==> src/rtl/fifo_rd_stream.sv <==
// fifo_rd_stream
// Read-side consumer stage for the asynchronous FIFO. It runs entirely in the
// read clock domain and pops words through the FIFO's first-word-fall-through
// port. Those words are re-presented as a registered valid/ready stream
// through a 2-entry skid buffer, and the stream is framed into fixed-length
// bursts with m_last.
//
// Parameters:
//   DSIZE      data width, matches the FIFO DSIZE
//   BURST_LEN  beats per burst, 1..2^CW
//   CW         beat counter width
//
// Ports:
//   clk         read-domain clock (FIFO rclk)
//   rst         asynchronous active-low reset
//   en          pop enable; buffered words still drain while low
//   rempty      FIFO empty flag
//   rdata       FIFO head word, valid while rempty=0
//   rinc        FIFO pop strobe
//   m_valid     output word valid
//   m_ready     downstream accept
//   m_data      output word
//   m_last      final beat of the current burst
//   beat_cnt    beat index within the current burst
//   burst_done  one-cycle pulse after the last beat is accepted
module fifo_rd_stream #(
  parameter int DSIZE     = 8,
  parameter int BURST_LEN = 4,
  parameter int CW        = 4
) (
  input  logic             clk,
  input  logic             rst,
  input  logic             en,
  input  logic             rempty,
  input  logic [DSIZE-1:0] rdata,
  output logic             rinc,
  output logic             m_valid,
  input  logic             m_ready,
  output logic [DSIZE-1:0] m_data,
  output logic             m_last,
  output logic [CW-1:0]    beat_cnt,
  output logic             burst_done
);

  typedef enum logic [1:0] {
    OCC_0 = 2'd0,
    OCC_1 = 2'd1,
    OCC_2 = 2'd2
  } occ_t;

  localparam logic [CW-1:0] LAST_BEAT = CW'(BURST_LEN - 1);

  occ_t             occ, occ_nxt;
  logic [DSIZE-1:0] head, head_nxt;
  logic [DSIZE-1:0] skid, skid_nxt;
  logic [CW-1:0]    beat_nxt;
  logic             done_nxt;
  logic             pop;
  logic             hs;
  logic             at_last;

  // Pop decision depends only on registered occupancy and the FIFO flag, so
  // there is no combinational path from m_ready to rinc. Gating with rst keeps
  // rinc low for the whole reset window, not just after the first edge.
  assign pop      = rst & en & ~rempty & (occ != OCC_2);
  assign rinc     = pop;
  assign m_valid  = (occ != OCC_0);
  assign m_data   = head;
  assign at_last  = (beat_cnt == LAST_BEAT);
  assign m_last   = m_valid & at_last;
  assign hs       = m_valid & m_ready;

  always_ff @(posedge clk or negedge rst) begin
    if (!rst) begin
      occ        <= OCC_0;
      head       <= '0;
      skid       <= '0;
      beat_cnt   <= '0;
      burst_done <= 1'b0;
    end else begin
      occ        <= occ_nxt;
      head       <= head_nxt;
      skid       <= skid_nxt;
      beat_cnt   <= beat_nxt;
      burst_done <= done_nxt;
    end
  end

  always_comb begin
    occ_nxt  = occ;
    head_nxt = head;
    skid_nxt = skid;
    case (occ)
      OCC_0: begin
        if (pop) begin
          head_nxt = rdata;
          occ_nxt  = OCC_1;
        end
      end
      OCC_1: begin
        if (pop && hs) begin
          head_nxt = rdata;
        end else if (pop) begin
          skid_nxt = rdata;
          occ_nxt  = OCC_2;
        end else if (hs) begin
          occ_nxt  = OCC_0;
        end
      end
      OCC_2: begin
        if (hs) begin
          head_nxt = skid;
          occ_nxt  = OCC_1;
        end
      end
      default: occ_nxt = OCC_0;
    endcase
  end

  always_comb begin
    beat_nxt = beat_cnt;
    done_nxt = 1'b0;
    if (hs) begin
      if (at_last) begin
        beat_nxt = '0;
        done_nxt = 1'b1;
      end else begin
        beat_nxt = beat_cnt + 1'b1;
      end
    end
  end

endmodule

==> config.mk <==
export PLATFORM = sky130hd
export DESIGN_NAME = fifo_rd_stream
export DESIGN_NICKNAME = d
export VERILOG_FILES = /design/src/rtl/fifo_rd_stream.sv
export SDC_FILE = /design/constraint.sdc
export NUM_CORES = 1
export LEC_CHECK = 0
export CAP_MARGIN = 20
export CELL_PAD_IN_SITES_DETAIL_PLACEMENT = 1
export CELL_PAD_IN_SITES_GLOBAL_PLACEMENT = 1
export CORE_ASPECT_RATIO = 0.9
export CORE_MARGIN = 1
export CORE_UTILIZATION = 38
export CTS_CLUSTER_DIAMETER = 100
export DETAILED_ROUTE_END_ITERATION = 6
export GPL_ROUTABILITY_DRIVEN = 1
export PLACE_DENSITY = 0.87
export REMOVE_ABC_BUFFERS = 1
export SLEW_MARGIN = 20
export SYNTH_ARGS = -nofsm -noshare
export SYNTH_HDL_FRONTEND = slang
export SYNTH_SLANG_ARGS = --single-unit
==> constraint.sdc <==
create_clock -name clk -period 2 [get_ports clk]
set_input_delay 0.4 -clock clk [delete_from_list [all_inputs] [get_ports clk]]
set_output_delay 0.4 -clock clk [all_outputs]
set_load 0.05 [all_outputs]
* Yosys cells after proc, flatten, opt, wreduce, memory -nomap -nowiden
Cells that the tools add are included.
** Storage, ports and cells
- Register bits :: 23
- Latch bits :: 0
- Memory bits (writable) :: 0
- Bits in read-only memories :: 0
- Output and inout bits :: 16
- Word-level logic and storage cells :: 42
- Memories kept :: 0
** Cells by class
- $add $sub $neg :: 1
- $mul :: 0
- Div/mod/pow operators :: 0
- $lt $le $gt $ge :: 0
- Eq/ne operators :: 9
- Shift-type cells :: 0
- Muxes and demuxes :: 13
- Bitwise gates (word level) :: 7
- Reduce and logical (&&, ||, !) cells :: 7
** Operators by type and width (number)
- two-way mux 8 bit :: 3
- one-hot mux 8 bit (3 select lines) :: 1
- two-way mux 2 bit :: 5
- != test 2 bit (second input constant) :: 5
- AND reduction 4 bit :: 2
- one-hot mux 2 bit (3 select lines) :: 1
- AND 1 bit :: 5
- adder 4 x 1 -> 4 bit (second input constant) :: 1
- == test 4 x 2 -> 1 bit (second input constant) :: 1
- two-way mux 4 bit :: 1
- != test 3 bit (second input constant) :: 1
- AND reduction 3 bit :: 1
- nonzero test 3 bit :: 1
- == test 2 x 1 -> 1 bit (second input constant) :: 1
- == test 2 bit (second input constant) :: 1
- zero test 2 bit :: 1
- two-way mux 1 bit :: 2
- NOT 1 bit :: 2
- nonzero test 2 bit :: 1
- logical AND 1 bit :: 1

* Logic depth before layout (Yosys ltp)
Gate-level depths: netlist of run 1.
- Depth after elaboration :: 6
- Depth in mapped cells :: 5
- Mapped depth without buffers :: 4

* Least setup slack after synthesis of run 1
Ideal clock, no wire load.
- Path type :: register to output
- From :: register occ[1]
- To :: output rinc
- Arrival :: 1468 ps
- Required time :: 1600 ps
- Slack :: 132 ps
- Stages on the path, launching flop included :: 5
- Path buffers :: 2
- Path through :: dfrtp_1 -> buf_2 -> nor2b_1 -> buf_2 -> nor2_1
** Between the ends
- Word-level cells in the longest chain between the ends :: 2
** Ends and longest elaborated chain
- start, declared :: RTL line 53 : occ_t occ, occ_nxt;
- start signal, assigned :: RTL line 81 : occ <= occ_nxt;
- != test 2 bit :: RTL line 65 : assign pop = rst & en & ~rempty & (occ != OCC_2);
- AND 1 bit :: RTL line 65
- end, declared :: RTL line 36 : output logic rinc,
Every way passes these cells.

* Worst setup path in the final report of run 1
- From :: input rst
- To :: output rinc
** Between the ends
- Word-level cells in the longest chain between the ends :: 3
** Ends and longest elaborated chain
- start, declared :: RTL line 32 : input logic rst,
- AND 1 bit (3 in a row) :: RTL line 65
Every way passes these cells.

==> summary.txt, run 1 <==
CTS
  – TritonCTS clock tree: done
  – TritonCTS Buffers: 3
  – Clock-pin slew on the worst setup and hold paths: approximately 0.13 ns
  – Root buf cell: clkbuf_4
  – Clk buf depth: 2
  – Setup Fix Bufs, Post-CTS: 0
  – Htree depth: 1
  – CTS Sinks: 23
  – Hold Buf Count CTS: 0
  – Clk_lat worst skew: a little over 0.3 ns

Pwr
  – Peak VDD IR: just over 500 uV
  – Leak Pwr: ~0.00076 uW
  – Final Power: approximately 1600 uW
  – PwrDens: roughly 1000 nW/um2

Synth
  – Ranking of synthesized cells by area: dfrtp_1 (52%), mux2_2 (16%), mux2_4 (11%)
  – Post-synth EDFFs: 0
  – Post-Syn Area: between 1000 and 1500 um2
  – Dominant synthesized flop cell: dfrtp_1
  – Synth area leader: dfrtp_1
  – Synth Warn #: 0
  – Mean post-synth cell area: roughly 14 um2
  – Share of synthesized flip-flops with an asynchronous set or reset: between 90% and 100%
  – Seq cells post-synth: 23
  – Seq/Total Area, Yosys: roughly 52%
  – Cell variety after synth: 25
  – Mapped Cells: 81
  – Area fraction of the dominant cell type after synthesis: roughly half

Global route
  – Initial antenna violation count: 0
  – Number of global-route vias before repair: about 750
  – Pin count of the biggest net entering global routing: 24
  – All-Layer GR Usage: between 15 and 20%
  – Remaining Overflow, GRT: 0
  – First-pass GRT wire length: 3691 um

Layout
  – # fillers: around 300
  – Area Overhead vs Synth: 38.19%
  – Post-Layout Inst Area: between 1500 and 2000 um2
  – Layout cells sized above 1: between 30% and 40%
  – ANT cells: 0
  – Multi-input logic area: 505.5 um2
  – Nets: around 130
  – Register area: roughly 580 um2

Placement
  – Routability Congestion: roughly 0.75
  – Placed instance area: between 1000 and 1500 um2
  – Port Buf Inserts: 28
  – HPWL Detailed: between 1500 and 2000 um

Die
  – CORE AREA: roughly 2700 um2
  – FP Rows: 18
  – Initial core utilization: approximately two fifths
  – Die span in x: slightly below 60 um
  – Height of the die: about 53 um
  – Die Footprint: ~3100 um2
  – I/O pin count: 29

Worst setup path
  – Reg2Reg Depth: 4
  – Worst r2r dst: skid[4]
  – Largest fanout on the critical path: 3
  – Critical path arrival: between 1.5 and 2 ns
  – Reg2reg start: occ[0]
  – Nature of the critical path endpoint: output pin
  – WS Path Type: input pin to output pin
  – Critical path launch point type: input pin
  – R2R setup slack: between 0.3 and 0.4 ns
  – CP required: ~1.6 ns

STA
  – Skew final: 0.001524 ns
  – Post-layout minimum cycle time: approximately 1.9 ns
  – F_max: roughly 0.52 GHz
  – Slew HR: 64.80%
  – # setup viols final: 0
  – Final hold violations: 0
  – Final worst-path cycle share: a little over nine tenths
  – Slew Viols, Final: 0
  – RSZ-0062 raised after global routing: false
  – Worst Tran Pin Value: between 0.5 and 0.6 ns

Detailed routing
  – WL/cell: 14.30 um
  – Detailed Route Iter0 Violations: 13
  – Final ANT Viol Nets: 0
  – DR DRC count: 0
  – Pre-Repair DR Iteration Count: 3
  – Total Wirelength: about 2300 um
  – Routed vias/inst: 4.730
  – Vias: about 750

Min path
  – Hold EP: m_data[3]
  – Hold Crit Start: m_data[3]
  – Hold Path Stages: 1
  – HP Class: register to register

Status
  – Status: finished clean

Job
  – Max-Cap Viols: 0
==> metrics by stage <==
stage	utilization (%)	std cells	worst slack [ns]	setup TNS (ns)	hold WS, ns
finish	55.69	159	0.08931	0	0.5194
global route	55.69	159	0.02527	0	0.5469
global placement	54.19	155	-0.09003	-1.015	0.4859
floorplan	-	78	0.1846	0	0.1044
CTS	55.24	159	0.001775	0	0.5250
detailed placement	54.19	155	-0.1140	-1.445	0.4914
==> routing by layer <==
metal	routed length, um	vias up	global-route usage [%]
li1	-	368	-
met1	1159	370	23.93
met2	1046	12	24.24
met3	49	2	1.467
met4	18	0	4.762
met5	0	-	0
==> worst max-delay path by stage <==
stage          slack (ns)  cells after the start   startpoint   endpoint
6_report             0.09                      5          rst       rinc
5_1_grt              0.03                      5          rst       rinc
4_1_cts             0.002                      5          rst       rinc
3_5_place_dp        -0.11                      6          rst  m_data[0]
3_3_place_gp        -0.09                      6          rst  m_data[6]
2_1_floorplan        0.18                      2  beat_cnt[0]     m_last
==> cell type report <==
type	count	area share [%]
Clock buffer	3	1.472
Tap cell	40	3.271
Timing Repair Buffer	37	23.71
Inverter	2	0.4906
Multi-Input combinational cell	53	33.03
Clock inverter	1	0.3271
Sequential cell	23	37.69
==> cells in the final DEF (no fill, tap or decap) <==
cell,count
ha_1,1
clkbuf_4,3
dfrtp_1,22
buf_4,11
nand2_1,5
buf_12,1
clkinv_2,1
clkdlybuf4s50_1,21
nor2_1,1
o22ai_1,1
nor2_2,1
mux2i_1,1
or3b_1,1
nand3b_1,2
dlymetal6s2s_1,4
and2b_2,1
nand4_1,1
xnor2_1,1
mux2_4,8
a21o_1,1
o31ai_4,1
dfrtp_2,1
nor2b_1,1
o21a_1,2
nand4b_1,1
mux2_2,16
inv_1,2
or2_2,1
o21ai_0,3
a211oi_1,1
and3_1,2
==> cell families (layout without fill, tap and decap cells) <==
family | Yosys count | count (layout) | synth area share [%]
simple gates | 17 | 17 | 8.928
flops | 23 | 23 | 51.98
fa+ha+maj | 1 | 1 | 1.130
xor+xnor | 1 | 1 | 0.7911
mux | 25 | 25 | 28.02
buf+inv | 5 | 43 | 2.599
compound gates | 9 | 9 | 6.554
==> synthesized netlist by cell type, drive strengths merged (2+ instances only) <==
cell type and n:
o21a 2, nand3b 2, nand2 5, and3 2, mux2 24, nor2 2, inv 2, o21ai 3
dfrtp 23, buf 3
==> flip-flops by register name (all words and copies together) (netlist names) <==
name and flops:
burst_done 1, m_data 8, beat_cnt 4, occ 2, skid 8
==> timing repair <==
item | CTS | global route
hold endpoints to repair | 0 | 0
setup endpoints to repair | 1 | 5
resized for setup | 1 | 5
pin swaps | 0 | 0
==> report_power, final <==
part / internal, uW / leakage (uW) / switching, uW
Sequential: 583 / 0.000290 / 80.7
Clock: 74.6 / 0.0000177 / 143
Combinational: 292 / 0.000450 / 393
==> worst max-delay path, cell delays in order <==
cell	delay [ns]
clkdlybuf4s50_1	0.54
nand3b_1	0.12
buf_4	0.17
nor2_2	0.13
buf_12	0.15
(Power assumes the default switching activity.)
==> run 2, diff against run 1 <==
Settings changed: MAX_ROUTING_LAYER from default to met4.
==> run 2 against run 1 <==
  * Setup slack lost 0.043 ns
  * Highest routed layer unchanged
  * Worst hold slack is essentially flat
  * Flip-flop and latch count is the same
==> summary.txt, run 2 (synthesized netlist as in run 1, its figures left out) <==
Layout
  – Most common cell after layout, fill and taps aside: clkdlybuf4s50_1
  – # fillers: 297
  – Layout cells sized above 1: between 30% and 40%
  – Register area: approximately 580 um2
  – Nets: approximately 130
  – Area Overhead vs Synth: 37.74%
  – Multi-input logic area: roughly 510 um2
  – Most frequent cells in the layout: clkdlybuf4s50_1 (23), dfrtp_1 (22), mux2_2 (16)
  – Final Non-Filler Cells: ~160
  – ANT cells: 0

STA
  – # setup viols final: 0
  – F_max: 0.5119 GHz
  – Slew Viols, Final: 0
  – Final setup TNS: 0 ns
  – Skew final: about 0.0010 ns
  – Post-layout minimum cycle time: about 2.0 ns
  – Final setup margin: approximately 0.046 ns
  – Hold Slack: 0.5190 ns
  – RSZ-0062 raised after global routing: false
  – Worst Tran Pin Value: ~0.51 ns
  – Final hold violations: 0
  – Slew HR: between 60% and 70%
  – Final worst-path cycle share: a little over nine tenths

CTS
  – TritonCTS clock tree: done
  – TritonCTS Buffers: 3
  – Root buf cell: clkbuf_4
  – Clock-pin slew on the worst setup and hold paths: between 0.1 and 0.15 ns
  – Htree depth: 1
  – Clk_lat worst skew: 0.30 ns
  – Hold Buf Count CTS: 0
  – CTS Sinks: 23
  – Clk buf depth: 2

Pwr
  – Logic gate share of total power: 43.8%
  – Sw Share: 39.10%
  – Final Power: ~1600 uW
  – Leak Pwr: between 0.0007 and 0.0008 uW
  – Reg power frac: a little over two fifths
  – Int Pwr: between 900 and 1000 uW
  – Peak VDD IR: around 500 uV
  – Clk pwr share: 13.7%
  – PwrDens: about 1000 nW/um2
  – Sw Pwr: 610.6 uW

Min path
  – Hold Path Stages: 1
  – HP Class: register to register

Detailed routing
  – Detailed Route Iter0 Violations: 6
  – WL/cell: approximately 14 um
  – Final ANT Viol Nets: 0
  – Routed vias/inst: ~4.7
  – DR DRC count: 0
  – Vias: about 750
  – Total Wirelength: between 2000 and 2500 um
  – Pre-Repair DR Iteration Count: 4

Job
  – Max-Cap Viols: 0

Worst setup path
  – Largest stage delay, worst path: ~0.82 ns
  – Largest fanout on the critical path: 4
  – WS Path Type: register to output pin
  – CP required: 1.60 ns
  – Nature of the critical path endpoint: output pin
  – Reg2Reg Depth: 4
  – CP Depth: 1
  – Critical path launch point type: register
  – Crit path cell chain: clkdlybuf4s50_1
  – Slowest-stage cell, CP: clkdlybuf4s50_1
  – Cell family with most CP delay: buffers and inverters
  – CP Buf/Inv Count: 1
  – Critical path arrival: 1.55 ns

Global route
  – Number of global-route vias before repair: approximately 750
  – Remaining Overflow, GRT: 0
  – Initial antenna violation count: 0
  – First-pass GRT wire length: about 3700 um
  – Pin count of the biggest net entering global routing: 24
  – All-Layer GR Usage: 16.37%

Die
  – Initial core utilization: ~40%
  – Die Footprint: ~3100 um2
  – Height of the die: 53.21 um
  – CORE AREA: approximately 2700 um2
  – FP Rows: 18
  – I/O pin count: 29
  – Die span in x: a little under 60 um

Placement
  – Placed Cells incl. Taps: about 160
  – Port Buf Inserts: 28
  – HPWL Detailed: 1723 um
  – Dpl ws: -0.1140 ns
  – Routability Congestion: 0.7612

Status
  – Status: finished clean
==> run 2: cell count changes in the layout (fill, tap and decap cells not counted), sizes merged <==
cell / before / now
clkdlybuf4s50: 21 / 23
dlymetal6s2s: 4 / 2
==> run 2: per-stage QoR <==
stage | util, % | instance area, um2
2_1_floorplan | - | 1086
3_3_place_gp | 54.19 | 1489
3_5_place_dp | 54.19 | 1489
4_1_cts | 55.24 | 1518
5_1_grt | 55.51 | 1525
6_report | 55.51 | 1525
==> run 2: worst paths after layout <==
| kind | slack (ns) | endpoint | start |
|---|---|---|---|
| worst min-delay path | 0.52 | m_data[3] | m_data[3] |
| worst max register to register | 0.34 | skid[4] | occ[0] |
| max in group asynchronous | 1.20 | occ[1] | rst |
| worst max-delay path | 0.05 | beat_cnt[3] | beat_cnt[3] |
| min in group asynchronous | 0.56 | occ[1] | rst |
| worst min register to register | 0.52 | m_data[3] | m_data[3] |
==> run 2: cell type report <==
class                   count  share of cell area [%]
multi-input cells          53                   33.14
flip-flops and latches     23                   37.82
repair buffers             37                   23.46
clock inverters             1                  0.3281
clock buffers               3                   1.477
well taps                  40                   3.281
inverters                   2                  0.4922
==> run 2: power groups by stage <==
stage / Clock (uW) / Combinational (uW) / Sequential, uW
finish: 215 / 684 / 663
global route: 239 / 725 / 683
CTS: 225 / 692 / 664
detailed placement: 0 / 691 / 672
global placement: 0 / 675 / 665
floorplan: 0 / 211 / 901
==> run 2: routing by layer <==
metal | vias to the layer above | GRT usage (%) | part of all wire (%)
li1 | 365 | - | -
met1 | 373 | 23.78 | 50
met2 | 14 | 24.24 | 46
met3 | 2 | 1.467 | 2.6
met4 | 0 | 4.762 | 0.80
met5 | - | - | 0
==> run 2: timing repair <==
action / in CTS / in global routing
setup buffers: 0 / 0
resized for setup: 1 / 3
setup endpoints to repair: 1 / 3
hold endpoints to repair: 0 / 0
==> run 3, diff against run 2 <==
Settings changed: CORE_UTILIZATION 38 to 39, CTS_BUF_LIST from default to sky130_fd_sc_hd__clkbuf_8, PLACE_DENSITY 0.87 to 0.89.
==> run 3 against run 2 <==
  * Clock skew increased by 0.0017 ns
  * Utilization increased by 4.1 points
  * Worst hold slack got worse by 0.0077 ns
  * First-iteration DRC count up 17%
  * Cell count down 1.3%
  * Flip-flop and latch count is the same
  * Register-to-register slack barely moved
  * Fmax increased by 2.3%
  * Combinational power grew 1%
  * Critical path type is now input pin to output pin
  * Largest cell class unchanged
  * Largest power group unchanged
  * Highest routed layer unchanged
==> summary.txt, run 3 (synthesized netlist as in run 1, its figures left out) <==
Layout
  – Final Non-Filler Cells: around 160
  – ANT cells: 0
  – Nets: roughly 130
  – Area Overhead vs Synth: 38.64%
  – Most frequent cells in the layout: clkdlybuf4s50_1 (25), dfrtp_1 (23), mux2_2 (16)
  – Most common cell after layout, fill and taps aside: clkdlybuf4s50_1
  – # fillers: between 200 and 300
  – Layout cells sized above 1: a little under two fifths

CTS
  – TritonCTS Buffers: 3
  – Htree depth: 1
  – Clk_lat worst skew: approximately 0.26 ns
  – Clk buf depth: 2
  – Clock-pin slew on the worst setup and hold paths: about 0.080 ns
  – CTS Sinks: 23
  – Root buf cell: clkbuf_8
  – TritonCTS clock tree: done
  – Setup Fix Bufs, Post-CTS: 0

Detailed routing
  – Vias: between 700 and 800
  – Total Wirelength: 2496 um
  – WL/cell: about 16 um
  – Detailed Route Iter0 Violations: 7
  – Pre-Repair DR Iteration Count: 4
  – Final ANT Viol Nets: 0
  – DR DRC count: 0
  – Routed vias/inst: ~4.8

Placement
  – Routability Congestion: between 0.7 and 0.8
  – Port Buf Inserts: 28
  – HPWL Detailed: a little under 2000 um
  – Placed Cells incl. Taps: between 150 and 200

STA
  – # setup viols final: 0
  – Skew final: between 0.002 and 0.003 ns
  – Slew Viols, Final: 0
  – Worst Tran Pin Value: around 0.52 ns
  – Post-layout minimum cycle time: 1.910 ns
  – Slew HR: 65.31%
  – Hold Slack: around 0.5 ns
  – RSZ-0062 raised after global routing: false
  – F_max: approximately 0.52 GHz
  – Final hold violations: 0
  – Final worst-path cycle share: between 90% and 100%

Pwr
  – Peak VDD IR: about 430 uV
  – PwrDens: ~1100 nW/um2
  – Leak Pwr: 0.0007051 uW

Worst setup path
  – R2R setup slack: 0.33 ns
  – Nature of the critical path endpoint: output pin
  – Worst r2r dst: m_data[1]
  – Critical path launch point type: input pin
  – Reg2Reg Depth: 4
  – Critical path arrival: around 1.5 ns
  – Largest fanout on the critical path: 3
  – CP required: 1.60 ns
  – WS Path Type: input pin to output pin
  – Reg2reg start: occ[1]

Die
  – I/O pin count: 29
  – Die Footprint: a little over 3000 um2
  – CORE AREA: around 2600 um2
  – Initial core utilization: approximately 43%
  – FP Rows: 17
  – Height of the die: roughly 53 um
  – Die span in x: just under 60 um

Min path
  – Hold Crit Start: m_data[7]
  – HP Class: register to register
  – Hold EP: m_data[7]
  – Hold Path Stages: 1

Global route
  – Initial antenna violation count: 0
  – Number of global-route vias before repair: ~820
  – First-pass GRT wire length: about 4100 um
  – Pin count of the biggest net entering global routing: 24
  – All-Layer GR Usage: 18.75%
  – Remaining Overflow, GRT: 0

Job
  – Max-Cap Viols: 0

Status
  – Status: finished clean
[run 3: cell count changes in the layout (fill, tap and decap cells not counted), sizes merged]
| cell | delta |
|---|---|
| dlymetal6s2s | -2 |
| clkdlybuf4s50 | +2 |
[run 3: final cells by class]
cell class	instances	area, um2	share of cell area (%)
sequential	23	575.6	37.49
tap	38	47.55	3.097
multi-input combinational	53	505.5	32.93
clock buffer	3	41.29	2.689
clock inverter	1	5.005	0.3260
timing repair buffer	37	352.8	22.98
inverter	2	7.507	0.4890
[run 3: worst max-delay path by stage]
stage | startpoint | to | slack (ns) | depth (start not counted)
2_1_floorplan | beat_cnt[0] | m_last | 0.18 | 2
3_3_place_gp | rst | m_data[2] | -0.07 | 6
3_5_place_dp | rst | m_data[1] | -0.1 | 6
4_1_cts | rst | rinc | 0.01 | 5
5_1_grt | rst | rinc | 0.05 | 5
6_report | rst | rinc | 0.09 | 5
[run 3: worst max-delay path, stage by stage]
cell and delay [ns]:
clkdlybuf4s50_1 0.52, nand3b_1 0.12, buf_4 0.17, nor2_2 0.14, buf_12 0.15
[run 3: per-layer routing]
metal | GRT usage, % | wire (um) | part of all wire, %
met1 | 24.22 | 1100 | 44
met2 | 32.18 | 1314 | 53
met3 | 0.7407 | 62 | 2.5
met4 | 5.952 | 19 | 0.76
met5 | - | 0 | 0
[run 3: report_power, final]
group | switching (uW) | internal, uW
clock | 144 | 139
sequential | 82.2 | 584
combinational | 398 | 294
total | 625 | 1020
[run 3: stage by stage]
step | cell area, um2 | total power (uW) | utilization [%] | setup TNS (ns) | worst slack (ns)
6_report | 1535 | 1641 | 59.65 | 0 | 0.09042
3_3_place_gp | 1486 | 1341 | 57.75 | -0.8418 | -0.07194
2_1_floorplan | 1086 | 1113 | - | 0 | 0.1846
4_1_cts | 1533 | 1660 | 59.55 | 0 | 0.01474
5_1_grt | 1535 | 1715 | 59.65 | 0 | 0.04511
3_5_place_dp | 1486 | 1376 | 57.75 | -1.191 | -0.09774
[run 3: what timing repair did]
action                                  in CTS  in global routing
endpoints found under the setup margin       0                  1
hold buffers                                 0                  0
gates resized for setup                      0                  1
